==> src/rtl/alu_pkg.sv <==
// Shared ALU definitions: serial adder state encoding and a width helper.
package alu_pkg;

  typedef enum logic [1:0] {
    IDLE = 2'd0,
    RUN  = 2'd1,
    DONE = 2'd2
  } serial_state_t;

  // Bits needed to hold values 0 .. value-1.
  function automatic int clog2(input int value);
    int r;
    int v;
    r = 0;
    v = value - 1;
    while (v > 0) begin
      r = r + 1;
      v = v >> 1;
    end
    return r;
  endfunction

endpackage

==> src/rtl/serial_adder_if.sv <==
// Operand and result handshakes for the bit-serial adder.
interface serial_adder_if #(
  parameter int SIZE = 8
);
  logic            in_valid;
  logic            in_ready;
  logic [SIZE-1:0] a;
  logic [SIZE-1:0] b;
  logic            out_valid;
  logic            out_ready;
  logic [SIZE:0]   result;
  logic            overflow;

  modport master (
    output in_valid, a, b, out_ready,
    input  in_ready, out_valid, result, overflow
  );

  modport slave (
    input  in_valid, a, b, out_ready,
    output in_ready, out_valid, result, overflow
  );
endinterface

==> src/rtl/serial_fa_cell.sv <==
// Combinational 1-bit full adder used by the serial datapath.
module serial_fa_cell (
  input  logic a,
  input  logic b,
  input  logic cin,
  output logic s,
  output logic cout
);
  assign s    = a ^ b ^ cin;
  assign cout = (a & b) | (a & cin) | (b & cin);
endmodule

==> src/rtl/serial_adder.sv <==
// Bit-serial two's-complement adder, LSB first, SIZE+1 bit-cycles per sum.
//   state | meaning
//   IDLE  | ready for operands
//   RUN   | adding one bit per clock
//   DONE  | result presented until out_ready
module serial_adder
  import alu_pkg::*;
#(
  parameter int SIZE = 8
) (
  input logic         clk,
  input logic         rst_n,
  serial_adder_if.slave bus
);

  localparam int                CNT_W    = clog2(SIZE + 1);
  localparam logic [CNT_W-1:0]  CNT_LAST = CNT_W'(SIZE);

  serial_state_t    state_q;
  logic [SIZE:0]    op_a_q;
  logic [SIZE:0]    op_b_q;
  logic [SIZE:0]    res_q;
  logic [CNT_W-1:0] cnt_q;
  logic             carry_q;
  logic             ovf_q;

  logic             sum_bit;
  logic             carry_next;
  logic [SIZE:0]    res_next;

  serial_fa_cell u_fa (
    .a    (op_a_q[0]),
    .b    (op_b_q[0]),
    .cin  (carry_q),
    .s    (sum_bit),
    .cout (carry_next)
  );

  assign res_next = {sum_bit, res_q[SIZE:1]};

  always_ff @(posedge clk or negedge rst_n) begin
    if (!rst_n) begin
      state_q <= IDLE;
      op_a_q  <= '0;
      op_b_q  <= '0;
      res_q   <= '0;
      cnt_q   <= '0;
      carry_q <= 1'b0;
      ovf_q   <= 1'b0;
    end else begin
      case (state_q)
        IDLE: begin
          if (bus.in_valid) begin
            op_a_q  <= {bus.a[SIZE-1], bus.a};
            op_b_q  <= {bus.b[SIZE-1], bus.b};
            res_q   <= '0;
            cnt_q   <= '0;
            carry_q <= 1'b0;
            ovf_q   <= 1'b0;
            state_q <= RUN;
          end
        end
        RUN: begin
          res_q   <= res_next;
          op_a_q  <= op_a_q >> 1;
          op_b_q  <= op_b_q >> 1;
          carry_q <= carry_next;
          cnt_q   <= cnt_q + CNT_W'(1);
          if (cnt_q == CNT_LAST) begin
            // Final carry out is dropped; the SIZE+1-bit sum is already exact.
            ovf_q   <= res_next[SIZE] ^ res_next[SIZE-1];
            state_q <= DONE;
          end
        end
        DONE: begin
          if (bus.out_ready) begin
            ovf_q   <= 1'b0;
            state_q <= IDLE;
          end
        end
        default: state_q <= IDLE;
      endcase
    end
  end

  assign bus.in_ready  = (state_q == IDLE);
  assign bus.out_valid = (state_q == DONE);
  assign bus.result    = res_q;
  assign bus.overflow  = ovf_q;

endmodule
==> src/flat_wrapper.sv <==
// flat-port wrapper written by rule: the top's interface ports become plain ports
module serial_adder_flat import alu_pkg::*;
#(
  parameter int SIZE = 8
)
  (clk, rst_n, bus_in_valid, bus_a, bus_b, bus_out_ready, bus_in_ready, bus_out_valid, bus_result, bus_overflow);
  serial_adder_if #(.SIZE(SIZE)) bus_i ();
  input logic clk;
  input logic rst_n;
  input wire logic [$bits(bus_i.in_valid)-1:0] bus_in_valid;
  input wire logic [$bits(bus_i.a)-1:0] bus_a;
  input wire logic [$bits(bus_i.b)-1:0] bus_b;
  input wire logic [$bits(bus_i.out_ready)-1:0] bus_out_ready;
  output wire logic [$bits(bus_i.in_ready)-1:0] bus_in_ready;
  output wire logic [$bits(bus_i.out_valid)-1:0] bus_out_valid;
  output wire logic [$bits(bus_i.result)-1:0] bus_result;
  output wire logic [$bits(bus_i.overflow)-1:0] bus_overflow;
  assign bus_i.in_valid = bus_in_valid;
  assign bus_i.a = bus_a;
  assign bus_i.b = bus_b;
  assign bus_i.out_ready = bus_out_ready;
  assign bus_in_ready = bus_i.in_ready;
  assign bus_out_valid = bus_i.out_valid;
  assign bus_result = bus_i.result;
  assign bus_overflow = bus_i.overflow;
  serial_adder #(.SIZE(SIZE)) u_core (.clk(clk), .rst_n(rst_n), .bus(bus_i));
endmodule
==> config.mk <==
export PLATFORM = sky130hd
export DESIGN_NAME = serial_adder_flat
export DESIGN_NICKNAME = d
export VERILOG_FILES = /design/src/rtl/alu_pkg.sv /design/src/rtl/serial_adder_if.sv /design/src/rtl/serial_fa_cell.sv /design/src/rtl/serial_adder.sv /design/src/flat_wrapper.sv
export SDC_FILE = /design/constraint.sdc
export NUM_CORES = 1
export LEC_CHECK = 0
export CELL_PAD_IN_SITES_DETAIL_PLACEMENT = 0
export CELL_PAD_IN_SITES_GLOBAL_PLACEMENT = 2
export CORE_MARGIN = 2
export CORE_UTILIZATION = 32
export CTS_CLUSTER_SIZE = 10
export DETAILED_ROUTE_END_ITERATION = 8
export GPL_TIMING_DRIVEN = 1
export PLACE_DENSITY = 0.78
export SYNTH_ARGS = -nofsm -noshare
export SYNTH_HDL_FRONTEND = slang
export SYNTH_SLANG_ARGS = --single-unit
==> constraint.sdc <==
create_clock -name clk -period 1.8 [get_ports clk]
set_input_delay 0.54 -clock clk [delete_from_list [all_inputs] [get_ports clk]]
set_output_delay 0.54 -clock clk [all_outputs]
set_load 0.01 [all_outputs]
==> Implementation_results.wiki, run 1 <==
{| class="wikitable"
! Metric !! Value
|-
| Most utilized layer in the global route result || met2
|-
| First drt pass iteration count || 4
|-
| Global router's overall resource usage || around 14%
|-
| Total standard cell area after synthesis || about 1600 um^2
|-
| Met2 capacity usage during global routing || about a fifth
|-
| Count of buffer and inverter cells on the critical path || 1
|-
| IO Pins || 32
|-
| PnR Total Power || ~3 mW
|-
| Category of cells accounting for the largest share of critical-path delay || buffers and inverters
|-
| Width of the chip || between 70 and 80 um
|-
| Clock tree from TritonCTS || built
|-
| Area fraction of the dominant cell type after synthesis || a little over half
|-
| Clock tree skew after final layout || around 0.0034 ns
|-
| Worst setup path class || reg2out
|-
| Violation count after the first detailed-route iteration || ~80
|-
| Net count after synthesis || around 180
|-
| Arrival time worst endpoint || approximately 1.2 ns
|-
| Cell count after synthesis || roughly 150
|-
| Worst hold path endpoint || u_core.op_a_q[7]$_DFFE_PN0P_
|-
| Required time at the worst-slack endpoint || between 1 and 1.5 ns
|-
| Final Core Density || 41.8%
|-
| Primary FF master, synth || sky130_fd_sc_hd__dfrtp_1
|-
| Most common library cell in the layout ignoring fill and taps || sky130_fd_sc_hd__dfrtp_1
|-
| DIE AREA || around 5700 um^2
|-
| Fmax || 572 MHz
|-
| Maximum resistive drop on vdd || between 0.4 and 0.5 mV
|-
| Insertion delay of the later-clocked pin in the worst-skew pair || 0.28 ns
|-
| Slack of the worst reg-to-reg path || approximately 0.28 ns
|-
| Die Height || between 70 and 80 um
|-
| Post-detailed-route DRC marker count || 0
|-
| Number of clock buffers inserted by TritonCTS || 5
|-
| Starting density of the core || 32.6%
|-
| Fraction of layout instances using a drive strength above 1 || 9.14%
|-
| Mean instance size in the synthesized netlist || about 11 um^2
|-
| P per Cell Area || roughly 1400 nW/um^2
|-
| Pin slew with the least headroom to its limit || 0.407 ns
|-
| Via count || 1270
|-
| Setup repair after global routing missed its margin || no
|-
| Vias in the first global route || about 1300
|-
| Num rows || 26
|-
| Highest-count cells in the layout ignoring fill and taps || sky130_fd_sc_hd__dfrtp_1, sky130_fd_sc_hd__clkdlybuf4s50_1, sky130_fd_sc_hd__nand2_1, sky130_fd_sc_hd__a22o_1, sky130_fd_sc_hd__o21ai_1
|-
| Syn-to-layout area delta || 28.2%
|-
| Antenna violations before repair || 0
|-
| Share of flip-flops with an asynchronous set or reset after synthesis || 100%
|-
| Number of register bits inferred by synthesis || 35
|-
| Final critical delay including setup and external delays || about 1.7 ns
|-
| Max-slew violation count || 0
|-
| Cell type with the largest total area after synthesis || sky130_fd_sc_hd__dfrtp_1
|-
| Biggest cell delay along the critical path || around 0.54 ns
|-
| Largest net degree at the start of global routing || 36
|-
| RePlAce Congestion || roughly 0.8
|-
| Max Cap Viol || 0
|-
| Per-cell routed wire length || roughly 14 um
|-
| Worst Setup Start Kind || flop
|-
| Worst min-delay path startpoint || u_core.op_a_q[7]$_DFFE_PN0P_
|-
| Post-synthesis cell type count || 29
|-
| Number of enable-type register cells in the synthesized netlist || 0
|-
| Portion of the post-synthesis area used by sequential elements || a little over half
|-
| Yosys warning count || 0
|-
| CP max-delay cell || sky130_fd_sc_hd__clkdlybuf4s50_1
|-
| Number of levels in the clock H-tree || 2
|-
| Hold-critical path depth || 2
|-
| CP endpoint kind || output port
|-
| Top cells by area in the synthesized netlist || sky130_fd_sc_hd__dfrtp_1, sky130_fd_sc_hd__a22o_1, sky130_fd_sc_hd__nand2_1, sky130_fd_sc_hd__and3b_1, sky130_fd_sc_hd__a22oi_1
|-
| Overflow after GRT || 0
|-
| Library cell used as clock root buffer || sky130_fd_sc_hd__clkbuf_8
|-
| Wire length of the first global-routing pass || between 5000 and 6000 um
|-
| Path type of the worst min-delay path || reg2reg
|-
| Startpoint of the most critical register-to-register path || u_core.op_a_q[0]$_DFFE_PN0P_
|-
| Setup-failing EPs final || 0
|-
| Antenna-violating nets left || 0
|-
| Final net count || between 200 and 250
|-
| Antenna cell count || 0
|-
| Clock slew at reported path FFs || roughly 0.07 ns
|-
| Clk sinks || 35
|-
| Standard cell core area || 5040 um^2
|-
| Global-route track usage on met3 || under 10%
|-
| Static Leakage || slightly below 1 nW
|-
| Routed wire length || 3490 um
|-
| Final Cycle Share || between 90% and 100%
|-
| Result of the run || completed
|-
| Buffers from clock root to sink, at most || 2
|-
| Total half-perimeter wirelength after legalization and detailed placement || 2390 um
|-
| Global routing usage on met1 || 17.6%
|-
| Crit-path max FO || 3
|-
| Endpoint of the worst register-to-register path || u_core.bus.overflow$_DFFE_PN0P_
|-
| Max-Slew Margin vs Limit || 72.7%
|-
| Via-per-instance ratio || roughly 5.0
|-
| Number of buffers inserted by port buffering || 31
|-
| Number of hold violations in the final report || 0
|-
| Cells traversed along the worst timing path || clkdlybuf4s50_1
|-
| R2R depth || 4
|-
| Total negative setup slack || 0 ns
|}
==> how the worst max path moves through the flow <==
stage	from	endpoint	slack (ns)	depth (start not counted)
after floorplan	u_core.state_q[0]$_DFFE_PN0P_	bus_in_ready	0.32	4
after global placement	bus_in_valid	u_core.cnt_q[3]$_DFFE_PN0P_	0.06	5
after detailed placement	bus_in_valid	u_core.cnt_q[3]$_DFFE_PN0P_	0.01	5
after CTS	u_core.bus.result[2]$_DFFE_PN0P_	bus_result[2]	0.04	1
after global routing	u_core.bus.result[2]$_DFFE_PN0P_	bus_result[2]	0.008	1
final	u_core.bus.result[6]$_DFFE_PN0P_	bus_result[6]	0.05	1
==> area by class of cell <==
| cell class | count | area [um^2] |
|---|---|---|
| Clock buffer | 6 | 72.6 |
| Fill cell | 494 | 2930 |
| Inverter | 4 | 15.0 |
| Multi-Input combinational cell | 101 | 654 |
| Sequential cell | 35 | 876 |
| Tap cell | 70 | 87.6 |
| Timing Repair Buffer | 40 | 403 |
==> per-layer routing <==
| layer | wire length (um) | up-vias | share of wire, % |
|---|---|---|---|
| met3 | 154 | 9 | 4.4 |
| met4 | 106 | 0 | 3.0 |
| met5 | 0 | - | 0 |
| met1 | 1640 | 625 | 47 |
| li1 | - | 603 | - |
| met2 | 1590 | 33 | 46 |
==> flip-flops by register name (all words and copies together), names as in the netlist <==
| signal | cells |
|---|---|
| u_core.bus.overflow | 1 |
| u_core.state_q | 2 |
| u_core.op_a_q | 9 |
| u_core.bus.result | 9 |
| u_core.op_b_q | 9 |
| u_core.carry_q | 1 |
| u_core.cnt_q | 4 |
==> synth_stat cells (2+ instances only) <==
cell	instances
sky130_fd_sc_hd__nor2b_1	3
sky130_fd_sc_hd__a22o_1	12
sky130_fd_sc_hd__a21oi_1	8
sky130_fd_sc_hd__buf_2	3
sky130_fd_sc_hd__o21ai_0	8
sky130_fd_sc_hd__buf_6	5
sky130_fd_sc_hd__nand2_1	23
sky130_fd_sc_hd__inv_1	4
sky130_fd_sc_hd__buf_4	3
sky130_fd_sc_hd__a22oi_1	9
sky130_fd_sc_hd__clkbuf_1	2
sky130_fd_sc_hd__o21ai_1	12
sky130_fd_sc_hd__nand3_1	2
sky130_fd_sc_hd__nor2_1	2
sky130_fd_sc_hd__ha_1	2
sky130_fd_sc_hd__and3b_1	8
sky130_fd_sc_hd__dfrtp_1	35
==> repair_timing <==
action | in CTS | in global routing
hold buffers | 0 | 0
hold endpoints to repair | 0 | 0
gates resized for setup | 2 | 2
setup buffers | 1 | 0
endpoints found under the setup margin | 3 | 2
pin swaps | 0 | 0
==> where the power goes <==
part           total, mW  internal [mW]  switching, mW
Sequential          1.29           1.08          0.211
Clock              0.518          0.258          0.261
Combinational       1.20          0.634          0.561
Total               3.00           1.97           1.03
==> cell families after synthesis <==
logic type | count (synthesis) | share of synthesized area [%]
xor gates and xnor gates | 1 | 0.533
muxes | 2 | 1.29
buffers and inverters | 17 | 7.08
AOI/OAI and AO/OA | 54 | 22.1
and+or+nand+nor | 41 | 12.9
adders and majority gates | 3 | 2.74
DFF | 35 | 53.3
==> per-stage QoR <==
| step | setup WS, ns | hold WS [ns] | std cells | instance area (um^2) |
|---|---|---|---|---|
| floorplan | 0.323 | 0.244 | 153 | 1640 |
| global placement | 0.0648 | 0.464 | 249 | 2030 |
| detailed placement | 0.0136 | 0.473 | 249 | 2030 |
| CTS | 0.0359 | 0.488 | 256 | 2100 |
| global route | 0.00806 | 0.517 | 256 | 2110 |
| finish | 0.0523 | 0.490 | 256 | 2110 |
Power figures use the tool's default switching activity.
==> run 2, diff against run 1 <==
Settings changed: CAP_MARGIN set to 25, CORE_MARGIN 2 to 1, CTS_CLUSTER_DIAMETER set to 120.
==> run 2 against run 1 <==
Effect of this change: worst hold slack got worse by 0.0038 ns; clock-buffer cell count increased by 1; die area is 5.2% lower; sequential share of layout area decreased by 0.34 points; global-route usage rose by 0.21 points; power rose by 0.11%; clock skew hardly changed; worst setup slack lost 0.0063 ns; utilization grew 2.0 points; cell area grew 0.83%; sequential power barely moved; first-iteration DRC count decreased by 17%; largest cell class unchanged.
==> Implementation_results.wiki, run 2 (same netlist as run 1, synthesis figures left out) <==
{| class="wikitable"
! Metric !! Value
|-
| Antenna cell count || 0
|-
| Fraction of layout instances using a drive strength above 1 || 9.52%
|-
| Worst hold path endpoint || u_core.op_b_q[8]$_DFFE_PN0P_
|-
| Count of buffer and inverter cells on the critical path || 1
|-
| Cells traversed along the worst timing path || clkdlybuf4s50_1
|-
| Most common library cell in the layout ignoring fill and taps || sky130_fd_sc_hd__dfrtp_1
|-
| RePlAce Congestion || 0.817
|-
| Result of the run || completed
|-
| Final critical delay including setup and external delays || 1.75 ns
|-
| Worst setup path class || reg2out
|-
| Category of cells accounting for the largest share of critical-path delay || buffers and inverters
|-
| CP max-delay cell || sky130_fd_sc_hd__clkdlybuf4s50_1
|-
| Buffers from clock root to sink, at most || 2
|-
| Violation count after the first detailed-route iteration || 65
|-
| Net Sw Frac || approximately 34%
|-
| Fmax || roughly 570 MHz
|-
| First drt pass iteration count || 4
|-
| Endpoint of the worst register-to-register path || u_core.carry_q$_DFFE_PN0P_
|-
| Standard cell core area || about 4800 um^2
|-
| Quantity of hold-fixing buffers added after cts || 0
|-
| Post-detailed-route DRC marker count || 0
|-
| Required time at the worst-slack endpoint || between 1 and 1.5 ns
|-
| Via count || roughly 1200
|-
| Num rows || 25
|-
| Startpoint of the most critical register-to-register path || u_core.state_q[0]$_DFFE_PN0P_
|-
| Proportion of power drawn by the clock network || between 10% and 20%
|-
| Final Cycle Share || between 90% and 100%
|-
| Fill cells || ~470
|-
| Antenna-violating nets left || 0
|-
| Number of buffers inserted by port buffering || 31
|-
| Clock slew at reported path FFs || roughly 0.070 ns
|-
| R2R depth || 3
|-
| Internal power || approximately 2.0 mW
|-
| Total negative setup slack || 0 ns
|-
| Setup repair after global routing missed its margin || no
|-
| Final design area excluding fillers || approximately 2100 um^2
|-
| Largest net degree at the start of global routing || 36
|-
| Number of levels in the clock H-tree || 2
|-
| Clk sinks || 35
|-
| Crit-path max FO || 3
|-
| Worst Setup Start Kind || flop
|-
| Total placed instance area || 2030 um^2
|-
| Library cell used as clock root buffer || sky130_fd_sc_hd__clkbuf_8
|-
| Wire length of the first global-routing pass || between 5000 and 6000 um
|-
| Width of the chip || around 74 um
|-
| Worst min-delay path startpoint || u_core.op_b_q[8]$_DFFE_PN0P_
|-
| Hold-critical path depth || 2
|-
| Total half-perimeter wirelength after legalization and detailed placement || 2280 um
|-
| Insertion delay of the later-clocked pin in the worst-skew pair || between 0.2 and 0.3 ns
|-
| Path type of the worst min-delay path || reg2reg
|-
| Number of hold violations in the final report || 0
|-
| Area used by multi-input combinational logic || 652 um^2
|-
| Max-slew violation count || 0
|-
| Number of clock buffers inserted by TritonCTS || 5
|-
| Syn-to-layout area delta || 29.3%
|-
| DIE AREA || around 5400 um^2
|-
| Overflow after GRT || 0
|-
| Final net count || 211
|-
| Sw power || ~1 mW
|-
| Die Height || about 74 um
|-
| Share of power burned in registers || between 40% and 50%
|-
| Hold WS || 0.486 ns
|-
| Clock tree from TritonCTS || built
|-
| Global router's overall resource usage || between 10% and 20%
|-
| Worst Setup SP || u_core.bus.result[5]$_DFFE_PN0P_
|-
| Static Leakage || ~1.0 nW
|-
| Max Cap Viol || 0
|-
| Maximum resistive drop on vdd || about 0.39 mV
|-
| Per-cell routed wire length || roughly 13 um
|-
| Pin slew with the least headroom to its limit || approximately 0.75 ns
|-
| Antenna violations before repair || 0
|-
| Vias in the first global route || 1222
|-
| Starting density of the core || approximately 34%
|-
| CP endpoint kind || output port
|-
| Highest-count cells in the layout ignoring fill and taps || sky130_fd_sc_hd__dfrtp_1, sky130_fd_sc_hd__clkdlybuf4s50_1, sky130_fd_sc_hd__nand2_1, sky130_fd_sc_hd__a22o_1, sky130_fd_sc_hd__o21ai_1
|-
| Max-Slew Margin vs Limit || 50.0%
|-
| Setup-failing EPs final || 0
|-
| Final Core Density || 43.8%
|-
| Clock tree skew after final layout || ~0.0031 ns
|-
| Seq. cell area || 876 um^2
|-
| P per Cell Area || ~1400 nW/um^2
|-
| IO Pins || 32
|-
| Power share of the combinational group || between 30% and 40%
|-
| Arrival time worst endpoint || ~1.2 ns
|-
| Routed wire length || 3340 um
|-
| Slack of the worst reg-to-reg path || around 0.21 ns
|-
| Via-per-instance ratio || ~4.9
|-
| Biggest cell delay along the critical path || approximately 0.55 ns
|}
[run 2: cell type report]
class                      count  area share (%)
clock buffer                   7            3.59
clock inverter                 1           0.235
inverter                       4           0.706
multi-input combinational    101            30.7
sequential                    35            41.2
tap                           67            3.94
timing repair buffer          41            19.7
[run 2: through the flow]
stage | power [mW] | setup slack (ns) | cells
floorplan | 2.08 | 0.323 | 153
global route | 3.25 | 0.00111 | 256
CTS | 3.04 | 0.00391 | 255
global placement | 2.45 | -0.117 | 247
finish | 3.01 | 0.0460 | 256
detailed placement | 2.50 | -0.152 | 247
[run 2: worst max path at each step]
stage                                        end  slack (ns)  cells past startpoint
finish                             bus_result[5]        0.05                      1
global route                       bus_result[6]       0.001                      1
CTS                                bus_result[8]       0.004                      1
detailed placement  u_core.op_a_q[6]$_DFFE_PN0P_       -0.15                      5
global placement    u_core.op_a_q[7]$_DFFE_PN0P_       -0.12                      5
floorplan                           bus_in_ready        0.32                      4
[run 2: repair_timing]
action / 4_1_cts / 5_1_grt
endpoints found under the setup margin: 2 / 4
resized for setup: 2 / 4
gates cloned: 0 / 0
buffers inserted: 0 / 1
[run 2: power by group through the flow]
stage / sequential (mW) / combinational [mW] / clock [mW]
6_report: 1.30 / 1.17 / 0.543
3_3_place_gp: 1.30 / 1.15 / 0
3_5_place_dp: 1.31 / 1.19 / 0
2_1_floorplan: 1.29 / 0.783 / 0
4_1_cts: 1.30 / 1.18 / 0.558
5_1_grt: 1.34 / 1.31 / 0.602
[run 2: layer usage]
layer | wire [um] | part of all wire, % | vias to the layer above | global-route usage (%)
met3 | 149 | 4.5 | 4 | 4.25
li1 | - | - | 610 | -
met1 | 1580 | 47 | 605 | 17.7
met2 | 1590 | 47 | 30 | 22.9
met4 | 29 | 0.87 | 0 | 3.85
met5 | 0 | 0 | - | 0
==> run 3, diff against run 2 <==
Settings changed: ABC_CLOCK_PERIOD_IN_PS set to 2029, CORE_UTILIZATION 32 to 35, PLACE_DENSITY 0.78 to 0.84, SLEW_MARGIN set to 15.
Clock period 1.8 ns to 2.03 ns, I/O delays scaled along.
==> run 3 against run 2 <==
Effect of this change: the flow now finishes with violations (design-rule violations); cell area is 1.3% lower; global-route usage is 1.6 points higher; sequential power is 12% lower; first-iteration DRC count is 15% lower; sequential cell count stayed put; power is 11% lower; sequential share of layout area is 0.54 points higher; critical endpoint is now bus_result[8]; largest power group unchanged; highest routed layer unchanged.
==> Implementation_results.wiki, run 3 (same netlist as run 1, synthesis figures left out) <==
{| class="wikitable"
! Metric !! Value
|-
| Via-per-instance ratio || 5.22
|-
| Die Height || approximately 70 um
|-
| Num rows || 24
|-
| Placed insts || 233
|-
| Max-Slew Margin vs Limit || between 70 and 80%
|-
| Clk sinks || 35
|-
| Number of buffers inserted by port buffering || 31
|-
| Fraction of layout instances using a drive strength above 1 || around a tenth
|-
| Vias in the first global route || around 1300
|-
| Final critical delay including setup and external delays || approximately 1.9 ns
|-
| Width of the chip || roughly 71 um
|-
| Share of power burned in registers || 42.8%
|-
| Category of cells accounting for the largest share of critical-path delay || buffers and inverters
|-
| Proportion of power drawn by the clock network || approximately 18%
|-
| Quantity of hold-fixing buffers added after cts || 0
|-
| CP max-delay cell || sky130_fd_sc_hd__clkdlybuf4s50_1
|-
| Worst Setup SP || u_core.bus.result[8]$_DFFE_PN0P_
|-
| IO Pins || 32
|-
| Max Cap Viol || 0
|-
| Most common library cell in the layout ignoring fill and taps || sky130_fd_sc_hd__dfrtp_1
|-
| R2R depth || 4
|-
| Total negative setup slack || 0 ns
|-
| Worst Setup Start Kind || flop
|-
| Required time at the worst-slack endpoint || between 1 and 1.5 ns
|-
| Arrival time worst endpoint || ~1.3 ns
|-
| Number of levels in the clock H-tree || 2
|-
| Result of the run || finished, violations left
|-
| Post-detailed-route DRC marker count || 4
|-
| Final Cycle Share || ~93%
|-
| Seq. cell area || 876 um^2
|-
| Sw power || a little over 900 uW
|-
| Net Sw Frac || between 30% and 40%
|-
| Pre-CTS WS || between 0.1 and 0.15 ns
|-
| Setup repair after global routing missed its margin || no
|-
| RePlAce Congestion || roughly 0.74
|-
| Standard cell core area || roughly 4400 um^2
|-
| Highest-count cells in the layout ignoring fill and taps || sky130_fd_sc_hd__dfrtp_1, sky130_fd_sc_hd__clkdlybuf4s50_1, sky130_fd_sc_hd__nand2_1, sky130_fd_sc_hd__a22o_1, sky130_fd_sc_hd__o21ai_1
|-
| Antenna-violating nets left || 0
|-
| Antenna cell count || 0
|-
| First drt pass iteration count || 6
|-
| Routed wire length || around 3400 um
|-
| Per-cell routed wire length || approximately 14 um
|-
| Via count || roughly 1300
|-
| Number of hold violations in the final report || 0
|-
| Insertion delay of the later-clocked pin in the worst-skew pair || around 0.29 ns
|-
| Clock tree from TritonCTS || built
|-
| Number of clock buffers inserted by TritonCTS || 5
|-
| Path type of the worst min-delay path || reg2reg
|-
| Static Leakage || approximately 1 nW
|-
| Biggest cell delay along the critical path || between 0.5 and 0.6 ns
|-
| Violation count after the first detailed-route iteration || between 50 and 60
|-
| CP endpoint kind || output port
|-
| Maximum resistive drop on vdd || just under 0.4 mV
|-
| Count of buffer and inverter cells on the critical path || 1
|-
| Failing checks || design-rule violations
|-
| P per Cell Area || ~1300 nW/um^2
|-
| Library cell used as clock root buffer || sky130_fd_sc_hd__clkbuf_8
|-
| Critical Path Stages || 1
|-
| Startpoint of the most critical register-to-register path || u_core.op_a_q[0]$_DFFE_PN0P_
|-
| Max-slew violation count || 0
|-
| Clock slew at reported path FFs || around 0.070 ns
|-
| Setup-failing EPs final || 0
|-
| Final net count || 212
|-
| Area used by multi-input combinational logic || roughly 650 um^2
|-
| Crit-path max FO || 4
|-
| Syn-to-layout area delta || 27.6%
|-
| Non-filler cells, final || 242
|-
| Wire length of the first global-routing pass || about 6000 um
|-
| Internal power || between 1.5 and 2 mW
|-
| Buffers from clock root to sink, at most || 2
|-
| Endpoint of the worst register-to-register path || u_core.bus.overflow$_DFFE_PN0P_
|-
| PnR Total Power || between 2 and 3 mW
|-
| Pin slew with the least headroom to its limit || ~0.45 ns
|-
| Fill cells || 422
|-
| Total half-perimeter wirelength after legalization and detailed placement || roughly 2300 um
|-
| Destination of the critical timing path || bus_result[8]
|-
| Global router's overall resource usage || 15.5%
|-
| Power share of the combinational group || a little under 40%
|-
| Fmax || 530 MHz
|-
| Worst setup path class || reg2out
|-
| Min setup slack post-route || roughly 0.14 ns
|-
| Starting density of the core || between 30% and 40%
|-
| Slack of the worst reg-to-reg path || 0.54 ns
|-
| Largest net degree at the start of global routing || 36
|-
| Overflow after GRT || 0
|-
| Cells traversed along the worst timing path || clkdlybuf4s50_1
|-
| Antenna violations before repair || 0
|-
| DIE AREA || around 5000 um^2
|-
| Clock tree skew after final layout || a little over 0.005 ns
|}
[run 3: cell count changes in the layout (fill, tap and decap cells not counted)]
cell,before,now
sky130_fd_sc_hd__dlymetal6s2s_1,4,1
sky130_fd_sc_hd__nor2b_1,3,2
sky130_fd_sc_hd__buf_12,2,1
sky130_fd_sc_hd__nor2b_2,0,1
sky130_fd_sc_hd__dlygate4sd2_1,2,1
sky130_fd_sc_hd__clkdlybuf4s50_1,25,29
sky130_fd_sc_hd__buf_4,8,10
[run 3: power by group through the flow]
stage	clock, mW	combinational [mW]	sequential (mW)
after floorplan	0	0.694	1.15
after CTS	0.496	1.06	1.15
after global placement	0	1.04	1.15
after detailed placement	0	1.07	1.16
final	0.478	1.06	1.15
after global routing	0.533	1.17	1.18
[run 3: per-stage QoR]
step	hold WS (ns)	instance area, um^2	utilization, %
after floorplan	0.313	1640	-
after global placement	0.463	2010	45.1
after detailed placement	0.476	2010	45.1
after CTS	0.491	2090	46.9
after global routing	0.507	2100	47.2
final	0.487	2100	47.2
[run 3: layout make-up]
class / instances / share of cell area [%]
clock inverters: 1 / 0.239
repair buffers: 42 / 19.4
clock buffers: 7 / 3.64
multi-input cells: 101 / 31.2
flip-flops and latches: 35 / 41.7
inverters: 4 / 0.716
well taps: 52 / 3.10
[run 3: how the worst min path moves through the flow]
stage                                      start                         endpoint  slack [ns]  cells past startpoint
floorplan                                  rst_n  u_core.bus.overflow$_DFFE_PN0P_        0.31                      0
global placement    u_core.op_b_q[8]$_DFFE_PN0P_     u_core.op_b_q[8]$_DFFE_PN0P_        0.46                      2
detailed placement  u_core.op_a_q[2]$_DFFE_PN0P_     u_core.op_a_q[2]$_DFFE_PN0P_        0.48                      2
CTS                 u_core.op_a_q[2]$_DFFE_PN0P_     u_core.op_a_q[2]$_DFFE_PN0P_        0.49                      2
global route        u_core.op_a_q[5]$_DFFE_PN0P_     u_core.op_a_q[5]$_DFFE_PN0P_        0.51                      2
finish              u_core.op_a_q[2]$_DFFE_PN0P_     u_core.op_a_q[2]$_DFFE_PN0P_        0.49                      2
[run 3: tightest hold or removal path, stage by stage (launching register included)]
cell,delay [ns]
sky130_fd_sc_hd__dfrtp_1,0.34
sky130_fd_sc_hd__nand2_1,0.05
sky130_fd_sc_hd__o21ai_1,0.06
[run 3: metal layers]
metal	part of all wire, %	vias to the layer above	global-route usage, %
met3	4.9	5	5.98
met1	46	614	18.8
li1	-	611	-
met4	1.5	0	5.78
met5	0	-	0
met2	48	33	25.4
[run 3: timing repair]
| action | CTS | global route |
|---|---|---|
| pin swaps | 0 | 0 |
| resized for setup | 1 | 2 |
| buffers inserted | 0 | 1 |
| cloned | 0 | 0 |
| setup endpoints to repair | 1 | 1 |
